File: config.mk
export PLATFORM = sky130hd
export DESIGN_NAME = kmap_sweep_ctrl
export DESIGN_NICKNAME = d
export VERILOG_FILES = /design/src/rtl/kmap_sweep_ctrl.sv
export SDC_FILE = /design/constraint.sdc
export NUM_CORES = 1
export LEC_CHECK = 0
export ABC_AREA = 1
export ABC_CLOCK_PERIOD_IN_PS = 1800
export BUFFER_PORTS_ARGS = -buffer_cell sky130_fd_sc_hd__buf_4
export CORE_MARGIN = 3
export CORE_UTILIZATION = 50
export CTS_CLUSTER_DIAMETER = 40
export DETAILED_ROUTE_END_ITERATION = 6
export HOLD_SLACK_MARGIN = 0.03
export MAX_ROUTING_LAYER = met4
export PLACE_DENSITY = 0.8
export SLEW_MARGIN = 20
export SYNTH_ARGS = -nofsm -noshare
export SYNTH_HDL_FRONTEND = slang
export SYNTH_SLANG_ARGS = --single-unit
File: constraint.sdc
create_clock -name clk -period 1.8 [get_ports clk]
set_clock_uncertainty 0.05 [all_clocks]
set_input_delay 0.18 -clock clk [delete_from_list [all_inputs] [get_ports clk]]
set_output_delay 0.18 -clock clk [all_outputs]
set_load 0.05 [all_outputs]
File: src/rtl/kmap_sweep_ctrl.sv
// rtl/kmap_sweep_ctrl.sv - exhaustive 4-input sweep, truth-table capture and masked compare
// Optional KMAP_SWEEP_GRAY_EN: visit minterms in Gray order instead of binary order.
module kmap_sweep_ctrl #(
  parameter int unsigned SETTLE    = 1,
  parameter logic [15:0] EXP_TABLE = 16'hDD0C,
  parameter logic [15:0] CARE_MASK = 16'hDDEF
) (
  input  logic        clk,
  input  logic        reset,
  input  logic        start,
  input  logic        abort,
  input  logic        f_in,
  output logic        a,
  output logic        b,
  output logic        c,
  output logic        d,
  output logic        busy,
  output logic        done,
  output logic        pass,
  output logic [15:0] table_out,
  output logic [4:0]  mism_cnt,
  output logic [3:0]  first_mism,
  output logic        mism_valid
);

  typedef enum logic [1:0] {S_IDLE, S_WAIT, S_SAMPLE, S_DONE} state_t;

  localparam logic [3:0] RELOAD = 4'(SETTLE - 1);

  // Maps a sweep position to the minterm visited at that position.
  function automatic logic [3:0] order_idx(input logic [3:0] s);
`ifdef KMAP_SWEEP_GRAY_EN
    return s ^ (s >> 1);
`else
    return s;
`endif
  endfunction

  state_t      state_q, state_d;
  logic [3:0]  cnt_q, cnt_d;
  logic [3:0]  step_q, step_d;
  logic [3:0]  term_q, term_d;
  logic [15:0] table_q, table_d;
  logic [4:0]  mcnt_q, mcnt_d;
  logic [3:0]  first_q, first_d;
  logic        mvalid_q, mvalid_d;
  logic        pass_q, pass_d;

  always_ff @(posedge clk or posedge reset) begin
    if (reset) begin
      state_q  <= S_IDLE;
      cnt_q    <= 4'd0;
      step_q   <= 4'd0;
      term_q   <= 4'd0;
      table_q  <= 16'd0;
      mcnt_q   <= 5'd0;
      first_q  <= 4'd0;
      mvalid_q <= 1'b0;
      pass_q   <= 1'b0;
    end else begin
      state_q  <= state_d;
      cnt_q    <= cnt_d;
      step_q   <= step_d;
      term_q   <= term_d;
      table_q  <= table_d;
      mcnt_q   <= mcnt_d;
      first_q  <= first_d;
      mvalid_q <= mvalid_d;
      pass_q   <= pass_d;
    end
  end

  always_comb begin
    state_d  = state_q;
    cnt_d    = cnt_q;
    step_d   = step_q;
    term_d   = term_q;
    table_d  = table_q;
    mcnt_d   = mcnt_q;
    first_d  = first_q;
    mvalid_d = mvalid_q;
    pass_d   = pass_q;
    case (state_q)
      S_IDLE: begin
        if (start) begin
          table_d  = 16'd0;
          mcnt_d   = 5'd0;
          mvalid_d = 1'b0;
          pass_d   = 1'b0;
          step_d   = 4'd0;
          term_d   = order_idx(4'd0);
          cnt_d    = RELOAD;
          state_d  = S_WAIT;
        end
      end
      S_WAIT: begin
        if (abort) begin
          state_d = S_IDLE;
          pass_d  = 1'b0;
          step_d  = 4'd0;
          term_d  = 4'd0;
        end else if (cnt_q == 4'd0) begin
          state_d = S_SAMPLE;
        end else begin
          cnt_d = cnt_q - 4'd1;
        end
      end
      S_SAMPLE: begin
        if (abort) begin
          state_d = S_IDLE;
          pass_d  = 1'b0;
          step_d  = 4'd0;
          term_d  = 4'd0;
        end else begin
          table_d[term_q] = f_in;
          if (CARE_MASK[term_q] && (f_in != EXP_TABLE[term_q])) begin
            mcnt_d = mcnt_q + 5'd1;
            if (!mvalid_q) begin
              first_d  = term_q;
              mvalid_d = 1'b1;
            end
          end
          // Settle pass here so it is already valid during the done pulse.
          if (step_q == 4'd15) begin
            pass_d  = (mcnt_d == 5'd0);
            state_d = S_DONE;
          end else begin
            step_d  = step_q + 4'd1;
            term_d  = order_idx(step_q + 4'd1);
            cnt_d   = RELOAD;
            state_d = S_WAIT;
          end
        end
      end
      S_DONE: begin
        state_d = S_IDLE;
      end
      default: begin
        state_d = S_IDLE;
      end
    endcase
  end

  assign {a, b, c, d} = term_q;
  assign busy         = (state_q == S_WAIT) || (state_q == S_SAMPLE);
  assign done         = (state_q == S_DONE);
  assign pass         = pass_q;
  assign table_out    = table_q;
  assign mism_cnt     = mcnt_q;
  assign first_mism   = first_q;
  assign mism_valid   = mvalid_q;

endmodule

==> summary.md, run 1 <==
Global route
- **Total Routing Usage GR** 20.66%
- **total global routing overflow** 0
- **maximum number of pins on one net before global-route repair** 16
- **global-route wire length before repair** 8217 µm
- **number of global-route vias before repair** 1816
- **number of antenna violations at the first check in global routing** 0

Setup path
- **critical path capture point type** flip-flop
- **number of buffer and inverter instances along the worst setup path** 3
- **worst r2r src** state_q[1]
- **worst setup slack for register-to-register paths** 80 ps
- **arrival time worst endpoint** 1880 ps
- **type of the worst setup path** flip-flop to flip-flop
- **Top delay family on crit path** simple AND/OR/NAND/NOR gates
- **worst reg2reg path depth** 10
- **highest fanout seen on the critical path** 9
- **Slowest-stage cell, CP** sky130_fd_sc_hd__dfrtp_1
- **Critical Path Max Stage Delay** 400 ps
- **Worst Path Required** 1970 ps
- **Critical Path Source Type** flip-flop
- **capture instance of the worst register-to-register path** cnt_q[0]
- **cells traversed along the worst timing path** buf_4, ha_2, buf_6, nand2_1, nand3_2, nor2_2, nor2_1, inv_1, nand3_1, o21ai_1

Yosys
- **count of warnings emitted by yosys** 0
- **library cell with the largest summed area after synthesis** sky130_fd_sc_hd__dfrtp_1
- **share of flip-flops with an asynchronous set or reset** 100.0%
- **flip-flop and latch count after synthesis** 37
- **share of synthesized area occupied by flip-flops and latches** 42.53%
- **number of distinct library cells after synthesis** 36
- **Post-synth EDFFs** 0
- **mean cell area of the mapped netlist** 8.154 µm²
- **cell area after synthesis** 0.002177 mm²
- **number of instances in the synthesized netlist** 267
- **cell with the most instances after synthesis** sky130_fd_sc_hd__nand2_1
- **leading cell types by total area after synthesis** sky130_fd_sc_hd__dfrtp_1 43%, sky130_fd_sc_hd__nand2_1 9.3%, sky130_fd_sc_hd__ha_1 6.3%
- **most instantiated flip-flop cell in the synthesis netlist** sky130_fd_sc_hd__dfrtp_1
- **net count after synthesis** 283
- **synth cell count leaders** 54 x sky130_fd_sc_hd__nand2_1, 37 x sky130_fd_sc_hd__dfrtp_1, 34 x sky130_fd_sc_hd__inv_1
- **Synth top area share** 42.53%

STA
- **relative slew slack** 64.89%
- **final critical-path setup slack** 82.68 ps
- **Fin. Hold Viols** 0
- **final slew viol count** 0
- **actual transition at the worst max-transition pin** 526.1 ps
- **timing-limited maximum frequency** 0.5823 GHz
- **unrepaired setup endpoints after global routing** yes
- **Final Cycle Share** 95.41%
- **post-route minimum period** 1717 ps
- **final number of setup-violating endpoints** 0

Die
- **count of pins on the block boundary** 38
- **Site Rows** 23
- **Initial Util** 53.28%
- **Core ar.** 0.004086 mm²
- **height of the chip** 71.99 µm
- **DIE AREA** 0.005182 mm²
- **x dimension of the die** 71.99 µm

Route
- **drt via density** 5.383
- **total wirelength of the detailed-routed design** 5022 µm
- **top routing layer in use** met4
- **initial DRC count** 106
- **Met3 Routed Length** 177 µm
- **remaining number of nets flagged by the antenna check after routing** 0
- **met1 wire length** 2343 µm
- **total vias in the final route** 1997
- **Residual DRC** 0
- **total met2 wirelength after detailed routing** 2440 µm
- **detailed-route wire length per cell** 13.54 µm
- **drt first pass iters** 4

Cells and area
- **non-filler cells, final** 371
- **antenna cells** 0
- **ratio of cells with drive above 1 in the final layout** 31.15%
- **number of nets in the layout** 336
- **Area growth syn-to-layout** 28.56%

Clock network
- **buffer type at the clock tree root** sky130_fd_sc_hd__clkbuf_8
- **clock latency at the later pin of the worst-skew pair** 290 ps
- **clock buffers created by TritonCTS** 5
- **TritonCTS Sinks** 37
- **clock edge transition at the registers on the reported setup and hold paths** 70 ps
- **CTS HTree Levels** 2
- **clock buffer depth** 2
- **TritonCTS clock tree** yes

Flow run
- **max-cap viol count** 0

Placement
- **count of placed standard cells including taps** 357
- **final estimated routing congestion in global placement** 0.8534
- **worst setup slack before clock tree synthesis** 42.00 ps
- **number of buffers inserted by port buffering** 37
- **HPWL Detailed** 3832 µm

Worst hold path
- **hold_sp** f_in
- **capture endpoint of the worst hold path** table_out[5]
- **type of the most critical hold path** input port to flip-flop
- **number of cells on the worst hold path** 3

Power
- **worst-case vdd ir drop** 1.025 mV
- **PD cells** 1162 mW/mm²
- **leakage power figure** 1.350 nW

Run status
- **outcome** completed

==> cell families after synthesis <==
kind of cell,share of synthesized area (%)
buffers and inverters,8.448
AND/OR/NAND/NOR,24.48
adder cells (fa/ha/maj),6.322
XOR/XNOR,0.4024
AO/OA/AOI/OAI,17.82
flip-flops,42.53
==> state kept, by name, indices dropped and copies added, names as in the netlist <==
register    count
table_out      16
mism_cnt        5
cnt_q           4
first_mism      4
term_q          4
state_q         2
mism_valid      1
pass            1
==> cell type report <==
class                   count  area [µm²]
clock buffers               6       72.57
clock inverters             2       10.01
fillers                   333        1287
inverters                  39       153.9
multi-input cells         187        1187
flip-flops and latches     37       930.9
well taps                  50       62.56
repair buffers             50       381.6
==> worst register-to-register path, cell delays in order (launching register included) <==
cell and delay, ps:
sky130_fd_sc_hd__dfrtp_1 400, sky130_fd_sc_hd__buf_4 140, sky130_fd_sc_hd__ha_2 200, sky130_fd_sc_hd__buf_6 150, sky130_fd_sc_hd__nand2_1 80, sky130_fd_sc_hd__nand3_2 130
sky130_fd_sc_hd__nor2_2 180, sky130_fd_sc_hd__nor2_1 70, sky130_fd_sc_hd__inv_1 90, sky130_fd_sc_hd__nand3_1 70, sky130_fd_sc_hd__o21ai_1 80
==> stage by stage <==
step	total power, mW	hold WS, ps	instance area [µm²]	TNS, ps	util [%]
2_1_floorplan	2.177	309.4	2230	0	-
3_3_place_gp	2.556	200.6	2595	0	63.50
3_5_place_dp	2.575	204.1	2595	0	63.50
4_1_cts	3.148	193.3	2688	0	65.77
5_1_grt	3.464	197.9	2799	-92.56	68.49
6_report	3.253	204.0	2799	0	68.49
==> worst max-delay path by stage <==
| stage | startpoint | to | cells after the start |
|---|---|---|---|
| CTS | state_q[0] | table_out[12] | 9 |
| global route | state_q[1] | cnt_q[0] | 10 |
| detailed placement | state_q[1] | table_out[12] | 9 |
| finish | state_q[1] | cnt_q[0] | 10 |
| global placement | term_q[1] | first_mism[0] | 9 |
| floorplan | term_q[1] | first_mism[0] | 9 |
==> per-layer routing <==
layer | up-vias | GRT usage (%)
met4 | 0 | 6.681
met3 | 7 | 4.155
met2 | 30 | 33.27
met1 | 961 | 26.25
met5 | - | -
li1 | 999 | -
==> power breakdown <==
group / total, mW / internal, mW / switching, mW / leakage (nW)
Sequential: 1.04 / 0.953 / 0.0906 / 0.497
Clock: 0.561 / 0.268 / 0.293 / 0.0450
Combinational: 1.65 / 0.532 / 1.12 / 0.808
==> timing repair <==
action                                  4_1_cts  5_1_grt
gates resized for setup                       0       19
endpoints found under the setup margin        0       35
hold buffers                                  1        0
buffers inserted                              0        4
hold endpoints to repair                     12        0
==> layout by cell type (no fill, tap or decap), types with 3 or more instances in the layout <==
cell | Yosys | routed
sky130_fd_sc_hd__o22ai_1 | 7 | 7
sky130_fd_sc_hd__o31ai_1 | 9 | 6
sky130_fd_sc_hd__a21oi_1 | 7 | 5
sky130_fd_sc_hd__nand2_4 | 2 | 4
sky130_fd_sc_hd__dfrtp_1 | 37 | 33
sky130_fd_sc_hd__nor2_1 | 27 | 24
sky130_fd_sc_hd__nand3_4 | 2 | 3
sky130_fd_sc_hd__inv_2 | 4 | 7
sky130_fd_sc_hd__ha_1 | 11 | 8
sky130_fd_sc_hd__o31ai_2 | 2 | 5
sky130_fd_sc_hd__o21ai_0 | 20 | 20
sky130_fd_sc_hd__nand2_2 | 2 | 4
sky130_fd_sc_hd__o21a_1 | 7 | 7
sky130_fd_sc_hd__nand2_1 | 54 | 50
sky130_fd_sc_hd__nand3_2 | 1 | 3
sky130_fd_sc_hd__buf_4 | 2 | 48
sky130_fd_sc_hd__dfrtp_2 | 0 | 4
sky130_fd_sc_hd__nand3_1 | 18 | 16
sky130_fd_sc_hd__inv_1 | 34 | 30
sky130_fd_sc_hd__clkbuf_8 | 0 | 5
(Power assumes the default switching activity.)
==> run 2: changes to the inputs <==
--- a/config.mk
+++ b/config.mk
@@ -8,6 +8,7 @@
 export ABC_AREA = 1
 export ABC_CLOCK_PERIOD_IN_PS = 1800
 export BUFFER_PORTS_ARGS = -buffer_cell sky130_fd_sc_hd__buf_4
+export CORE_ASPECT_RATIO = 0.9
 export CORE_MARGIN = 3
 export CORE_UTILIZATION = 50
 export CTS_CLUSTER_DIAMETER = 40
==> summary.md, run 2 (same netlist as run 1, synthesis figures left out) <==
Route
- **drt via density** 5.398, was 5.383
- **drt first pass iters** 4, unchanged
- **initial DRC count** 160, was 106
- **Residual DRC** 0, unchanged
- **remaining number of nets flagged by the antenna check after routing** 0, unchanged
- **detailed-route wire length per cell** 13.92 µm, was 13.54 µm
- **total vias in the final route** 2008, was 1997
- **total wirelength of the detailed-routed design** 5177 µm, was 5022 µm

Cells and area
- **ratio of cells with drive above 1 in the final layout** 31.17%, was 31.15%
- **antenna cells** 0, unchanged
- **Fillers** 326, was 333
- **Area growth syn-to-layout** 30.34%, was 28.56%
- **leading cell types in the layout, fill and taps excluded** 51 x sky130_fd_sc_hd__nand2_1, 50 x sky130_fd_sc_hd__buf_4, 33 x sky130_fd_sc_hd__dfrtp_1, was 50 x sky130_fd_sc_hd__nand2_1, 48 x sky130_fd_sc_hd__buf_4, 33 x sky130_fd_sc_hd__dfrtp_1
- **combined area of the multi-input logic cells** 0.001192 mm², was 0.001187 mm²
- **number of nets in the layout** 339, was 336
- **most common cell after layout, fill and taps aside** sky130_fd_sc_hd__nand2_1, unchanged
- **register area** 930.9 µm², unchanged
- **number of flip-flops under the largest register name** 16, unchanged
- **fin util** 68.73%, was 68.49%

STA
- **relative slew slack** 70.31%, was 64.89%
- **timing-limited maximum frequency** 0.5803 GHz, was 0.5823 GHz
- **unrepaired setup endpoints after global routing** yes, unchanged
- **actual transition at the worst max-transition pin** 445.4 ps, was 526.1 ps
- **final critical-path setup slack** 76.86 ps, was 82.68 ps
- **sum of negative setup slack** 0 ps, unchanged
- **Fin. Hold Viols** 0, unchanged
- **final number of setup-violating endpoints** 0, unchanged
- **Final Cycle Share** 95.73%, was 95.41%
- **post-route minimum period** 1723 ps, was 1717 ps
- **final slew viol count** 0, unchanged

Die
- **x dimension of the die** 75.56 µm, was 71.99 µm
- **count of pins on the block boundary** 38, unchanged
- **Core ar.** 0.004129 mm², was 0.004086 mm²
- **height of the chip** 68.60 µm, was 71.99 µm
- **Site Rows** 22, was 23
- **DIE AREA** 0.005183 mm², was 0.005182 mm²
- **Initial Util** 52.73%, was 53.28%

Power
- **leakage power figure** 1.364 nW, was 1.350 nW
- **worst-case vdd ir drop** 0.9253 mV, was 1.025 mV
- **PD cells** 1178 mW/mm², was 1162 mW/mm²

Setup path
- **Slowest-stage cell, CP** sky130_fd_sc_hd__dfrtp_1, unchanged
- **cells traversed along the worst timing path** inv_1, ha_1, inv_1, nor2_4, nor3_2, nand2_1, o21ai_0, nor3b_1, was buf_4, ha_2, buf_6, nand2_1, nand3_2, nor2_2, nor2_1, inv_1, nand3_1, o21ai_1
- **number of logic stages on the critical path including buffering** 8, was 10
- **Critical Path Max Stage Delay** 390 ps, was 400 ps
- **number of buffer and inverter instances along the worst setup path** 2, was 3
- **Critical Path Source Type** flip-flop, unchanged
- **worst setup slack for register-to-register paths** 80 ps, about the same
- **Worst Path Required** 1950 ps, was 1970 ps
- **arrival time worst endpoint** 1870 ps, was 1880 ps
- **type of the worst setup path** flip-flop to flip-flop, unchanged
- **critical path capture point type** flip-flop, unchanged
- **highest fanout seen on the critical path** 4, was 9
- **Top delay family on crit path** simple AND/OR/NAND/NOR gates, unchanged
- **most frequent CP cell** sky130_fd_sc_hd__inv_1
- **capture instance of the worst register-to-register path** term_q[3], was cnt_q[0]
- **worst reg2reg path depth** 8, was 10
- **worst r2r src** state_q[1], unchanged

Placement
- **final estimated routing congestion in global placement** 0.8669, was 0.8534
- **number of buffers inserted by port buffering** 37, unchanged
- **HPWL Detailed** 3676 µm, was 3832 µm
- **worst setup slack before clock tree synthesis** 17.50 ps, was 42.00 ps

Clock network
- **clock edge transition at the registers on the reported setup and hold paths** 70 ps, about the same
- **clock buffers created by TritonCTS** 5, unchanged
- **TritonCTS Sinks** 37, unchanged
- **buffer type at the clock tree root** sky130_fd_sc_hd__clkbuf_8, unchanged
- **CTS HTree Levels** 2, unchanged
- **clock buffer depth** 2, unchanged
- **clock latency at the later pin of the worst-skew pair** 290 ps, about the same
- **TritonCTS clock tree** yes, unchanged

Global route
- **total global routing overflow** 0, unchanged
- **number of global-route vias before repair** 1817, was 1816
- **number of antenna violations at the first check in global routing** 0, unchanged
- **global-route wire length before repair** 8231 µm, was 8217 µm
- **Total Routing Usage GR** 21.70%, was 20.66%
- **maximum number of pins on one net before global-route repair** 38, was 16

Worst hold path
- **type of the most critical hold path** input port to flip-flop, unchanged
- **hold_sp** f_in, unchanged
- **number of cells on the worst hold path** 3, unchanged
- **capture endpoint of the worst hold path** table_out[7], was table_out[5]

Run status
- **outcome** completed, unchanged

Flow run
- **max-cap viol count** 0, unchanged

## run 2: changes by cell type in the layout (fill, tap and decap cells not counted), sizes merged
cell | previous run | this run
buf | 49 | 51
clkbuf | 6 | 8
clkinv | 2 | 0
clkinvlp | 0 | 2
inv | 39 | 38
## run 2: power breakdown
group	leakage, nW	switching [mW]	internal (mW)
Combinational	0.822	1.12	0.576
Clock	0.0455	0.289	0.312
Sequential	0.497	0.0929	0.952
## run 2: worst reg2reg max path, cell delays in order (launching register included)
cell and delay (ps):
sky130_fd_sc_hd__dfrtp_1 390, sky130_fd_sc_hd__inv_1 90, sky130_fd_sc_hd__ha_1 210, sky130_fd_sc_hd__inv_1 140, sky130_fd_sc_hd__nor2_4 60, sky130_fd_sc_hd__nor3_2 220, sky130_fd_sc_hd__nand2_1 140, sky130_fd_sc_hd__o21ai_0 160
sky130_fd_sc_hd__nor3b_1 190
## run 2: how the worst max path moves through the flow
stage	startpoint	end	slack (ps)
finish	state_q[1]	term_q[3]	80
global route	state_q[1]	term_q[3]	-70
CTS	state_q[0]	table_out[5]	10
detailed placement	state_q[0]	term_q[3]	20
global placement	state_q[0]	term_q[3]	70
floorplan	term_q[1]	first_mism[0]	8
## run 2: metrics by stage
stage / instance area [µm²] / hold WS (ps) / power, mW / std cells
after floorplan: 2230 / 309.4 / 2.177 / 267
after global placement: 2585 / 268.6 / 2.552 / 354
after global routing: 2838 / 199.7 / 3.573 / 372
final: 2838 / 198.0 / 3.344 / 372
after CTS: 2690 / 209.7 / 3.193 / 363
after detailed placement: 2585 / 270.9 / 2.571 / 354
## run 2: metal layers
metal	track usage [%]	wire [µm]	vias up	share of wire, %
li1	-	-	1004	-
met1	28.75	2376	931	46
met2	33.19	2465	69	48
met3	5.797	302	4	5.8
met4	5.459	32	0	0.62
met5	-	0	-	0
## run 2: repair_timing
| item | 4_1_cts | 5_1_grt |
|---|---|---|
| endpoints found under the setup margin | 1 | 35 |
| hold buffers | 1 | 0 |
| endpoints found under the hold margin | 37 | 0 |
| pin swaps | 0 | 6 |
| resized for setup | 1 | 20 |
| cloned | 0 | 2 |
| setup buffers | 0 | 7 |
## run 2: cell type report
cell class | count | area share, %
Multi-Input combinational cell | 187 | 42.02
Sequential cell | 37 | 32.80
Timing Repair Buffer | 52 | 13.98
Inverter | 39 | 5.644
Clock buffer | 8 | 3.175
Tap cell | 48 | 2.116
Timing Repair inverter | 1 | 0.2646
==> run 3: changes to the inputs <==
--- a/config.mk
+++ b/config.mk
@@ -8,11 +8,12 @@
 export ABC_AREA = 1
 export ABC_CLOCK_PERIOD_IN_PS = 1800
 export BUFFER_PORTS_ARGS = -buffer_cell sky130_fd_sc_hd__buf_4
-export CORE_ASPECT_RATIO = 0.9
+export CORE_ASPECT_RATIO = 1.75
 export CORE_MARGIN = 3
 export CORE_UTILIZATION = 50
 export CTS_CLUSTER_DIAMETER = 40
 export DETAILED_ROUTE_END_ITERATION = 6
+export GPL_TIMING_DRIVEN = 0
 export HOLD_SLACK_MARGIN = 0.03
 export MAX_ROUTING_LAYER = met4
 export PLACE_DENSITY = 0.8
==> summary.md, run 3 (same netlist as run 1, synthesis figures left out) <==
Die
- **count of pins on the block boundary** 38, unchanged
- **Initial Util** 52.46%, was 52.73%
- **Core ar.** 0.004150 mm², was 0.004129 mm²
- **DIE AREA** 0.005213 mm², was 0.005183 mm²
- **x dimension of the die** 55.88 µm, was 75.56 µm
- **Site Rows** 31, was 22
- **height of the chip** 93.29 µm, was 68.60 µm

Clock network
- **clock latency at the later pin of the worst-skew pair** 290 ps, about the same
- **clock buffer depth** 2, unchanged
- **TritonCTS Sinks** 37, unchanged
- **TritonCTS clock tree** yes, unchanged
- **clock edge transition at the registers on the reported setup and hold paths** 70 ps, about the same
- **buffer type at the clock tree root** sky130_fd_sc_hd__clkbuf_8, unchanged
- **CTS HTree Levels** 2, unchanged
- **clock buffers created by TritonCTS** 5, unchanged

Power
- **leakage power figure** 1.447 nW, was 1.364 nW
- **clock group share of total power** 16.6%, was 18.0%
- **net switching power of the design** 1.553 mW, was 1.503 mW
- **internal power** 1.903 mW, was 1.840 mW
- **Sw Ratio** 44.93%, was 44.95%
- **total design power** 3.456 mW, was 3.344 mW
- **worst-case vdd ir drop** 1.110 mV, was 0.9253 mV
- **PD cells** 1151 mW/mm², was 1178 mW/mm²
- **part of the power in registers** 30.4%, was 31.3%
- **portion of total power attributed to combinational logic** 53.0%, was 50.8%

STA
- **post-route minimum period** 1770 ps, was 1723 ps
- **sum of negative setup slack** 0 ps, unchanged
- **Final Cycle Share** 98.35%, was 95.73%
- **worst slack on hold paths** 245.2 ps, was 198.0 ps
- **final number of setup-violating endpoints** 0, unchanged
- **final critical-path setup slack** 29.64 ps, was 76.86 ps
- **Fin. Hold Viols** 0, unchanged
- **unrepaired setup endpoints after global routing** yes, unchanged
- **timing-limited maximum frequency** 0.5649 GHz, was 0.5803 GHz
- **actual transition at the worst max-transition pin** 409.1 ps, was 445.4 ps
- **final slew viol count** 0, unchanged
- **relative slew slack** 72.68%, was 70.31%

Cells and area
- **ratio of cells with drive above 1 in the final layout** 36.34%, was 31.17%
- **most common cell after layout, fill and taps aside** sky130_fd_sc_hd__buf_4, was sky130_fd_sc_hd__nand2_1
- **number of flip-flops under the largest register name** 16, unchanged
- **fin util** 72.35%, was 68.73%
- **leading cell types in the layout, fill and taps excluded** 55 x sky130_fd_sc_hd__buf_4, 46 x sky130_fd_sc_hd__nand2_1, 33 x sky130_fd_sc_hd__dfrtp_1, was 51 x sky130_fd_sc_hd__nand2_1, 50 x sky130_fd_sc_hd__buf_4, 33 x sky130_fd_sc_hd__dfrtp_1
- **post-route standard cell area excluding fillers** 0.003003 mm², was 0.002838 mm²
- **antenna cells** 0, unchanged
- **Area growth syn-to-layout** 37.93%, was 30.34%
- **non-filler cells, final** 382, was 372
- **Fillers** 309, was 326
- **number of nets in the layout** 348, was 339

Placement
- **placement-stage cell area** 0.002596 mm², was 0.002585 mm²
- **HPWL Detailed** 3996 µm, was 3676 µm
- **count of placed standard cells including taps** 354, unchanged
- **worst setup slack before clock tree synthesis** -141.1 ps, was 17.50 ps
- **final estimated routing congestion in global placement** 0.8768, was 0.8669
- **number of buffers inserted by port buffering** 37, unchanged

Setup path
- **arrival time worst endpoint** 1900 ps, was 1870 ps
- **cells traversed along the worst timing path** buf_4, inv_2, nand3_2, nand3_4, nand3_4, nor3_4, nand2_1, o21a_1, was inv_1, ha_1, inv_1, nor2_4, nor3_2, nand2_1, o21ai_0, nor3b_1
- **most frequent CP cell** sky130_fd_sc_hd__nand3_4, was sky130_fd_sc_hd__inv_1
- **critical path capture point type** flip-flop, unchanged
- **Worst Path Required** 1930 ps, was 1950 ps
- **Critical Path Source Type** flip-flop, unchanged
- **Critical Path Max Stage Delay** 410 ps, was 390 ps
- **Top delay family on crit path** simple AND/OR/NAND/NOR gates, unchanged
- **worst r2r src** term_q[2], was state_q[1]
- **Slowest-stage cell, CP** sky130_fd_sc_hd__dfrtp_2, was sky130_fd_sc_hd__dfrtp_1
- **type of the worst setup path** flip-flop to flip-flop, unchanged
- **number of buffer and inverter instances along the worst setup path** 2, unchanged
- **Setup crit start** term_q[2], was state_q[1]
- **highest fanout seen on the critical path** 9, was 4

Global route
- **number of global-route vias before repair** 2095, was 1817
- **Total Routing Usage GR** 23.11%, was 21.70%
- **maximum number of pins on one net before global-route repair** 22, was 38
- **number of antenna violations at the first check in global routing** 0, unchanged
- **total global routing overflow** 0, unchanged
- **global-route wire length before repair** 9328 µm, was 8231 µm

Worst hold path
- **hold_sp** f_in, unchanged
- **type of the most critical hold path** input port to flip-flop, unchanged

Route
- **remaining number of nets flagged by the antenna check after routing** 0, unchanged
- **Residual DRC** 0, unchanged
- **total vias in the final route** 2126, was 2008
- **total wirelength of the detailed-routed design** 5890 µm, was 5177 µm
- **detailed-route wire length per cell** 15.42 µm, was 13.92 µm
- **drt first pass iters** 4, unchanged
- **initial DRC count** 74, was 160
- **drt via density** 5.565, was 5.398

Run status
- **outcome** completed, unchanged

Flow run
- **max-cap viol count** 0, unchanged

## run 3: layout make-up
type	count	area, µm²	share of cell area, %
buffer	5	50.05	1.667
clock buffer	6	72.57	2.417
clock inverter	2	10.01	0.3333
inverter	39	158.9	5.292
multi-input combinational	186	1231	41.00
sequential	37	930.9	31.00
tap	49	61.31	2.042
timing repair buffer	58	488.0	16.25
## run 3: worst paths after layout
check / to / slack (ps) / cells past startpoint
max in group asynchronous: term_q[1] / 840 / 4
worst max-delay path: first_mism[2] / 30 / 8
worst max register to register: first_mism[2] / 30 / 8
min in group asynchronous: table_out[11] / 410 / 3
worst min register to register: table_out[14] / 440 / 2
worst min-delay path: table_out[14] / 250 / 3
## run 3: what timing repair did
item	4_1_cts	5_1_grt
cloned	0	1
hold endpoints to repair	16	0
hold buffers	1	0
gates resized for setup	7	31
buffers inserted	4	14
pin swaps	2	13
setup endpoints to repair	22	25
## run 3: worst reg2reg max path, delay by kind of cell, from the launching register on
| kind | cells | cell delay (ps) |
|---|---|---|
| simple gates | 5 | 810 |
| compound gates | 1 | 110 |
| flops | 1 | 410 |
| buf+inv | 2 | 290 |
## run 3: power by group through the flow
stage          logic [mW]  registers (mW)  clock network, mW
3_3_place_gp         1.45            1.06                  0
2_1_floorplan       0.869            1.31                  0
6_report             1.83            1.05              0.574
3_5_place_dp         1.49            1.06                  0
4_1_cts              1.59            1.04              0.590
5_1_grt              1.99            1.07              0.622
## run 3: layer usage
layer	wire, µm	up-vias	GRT usage (%)
met3	244	26	3.453
met2	3200	63	42.89
met5	0	-	-
li1	-	1016	-
met1	2135	1021	23.09
met4	310	0	11.68
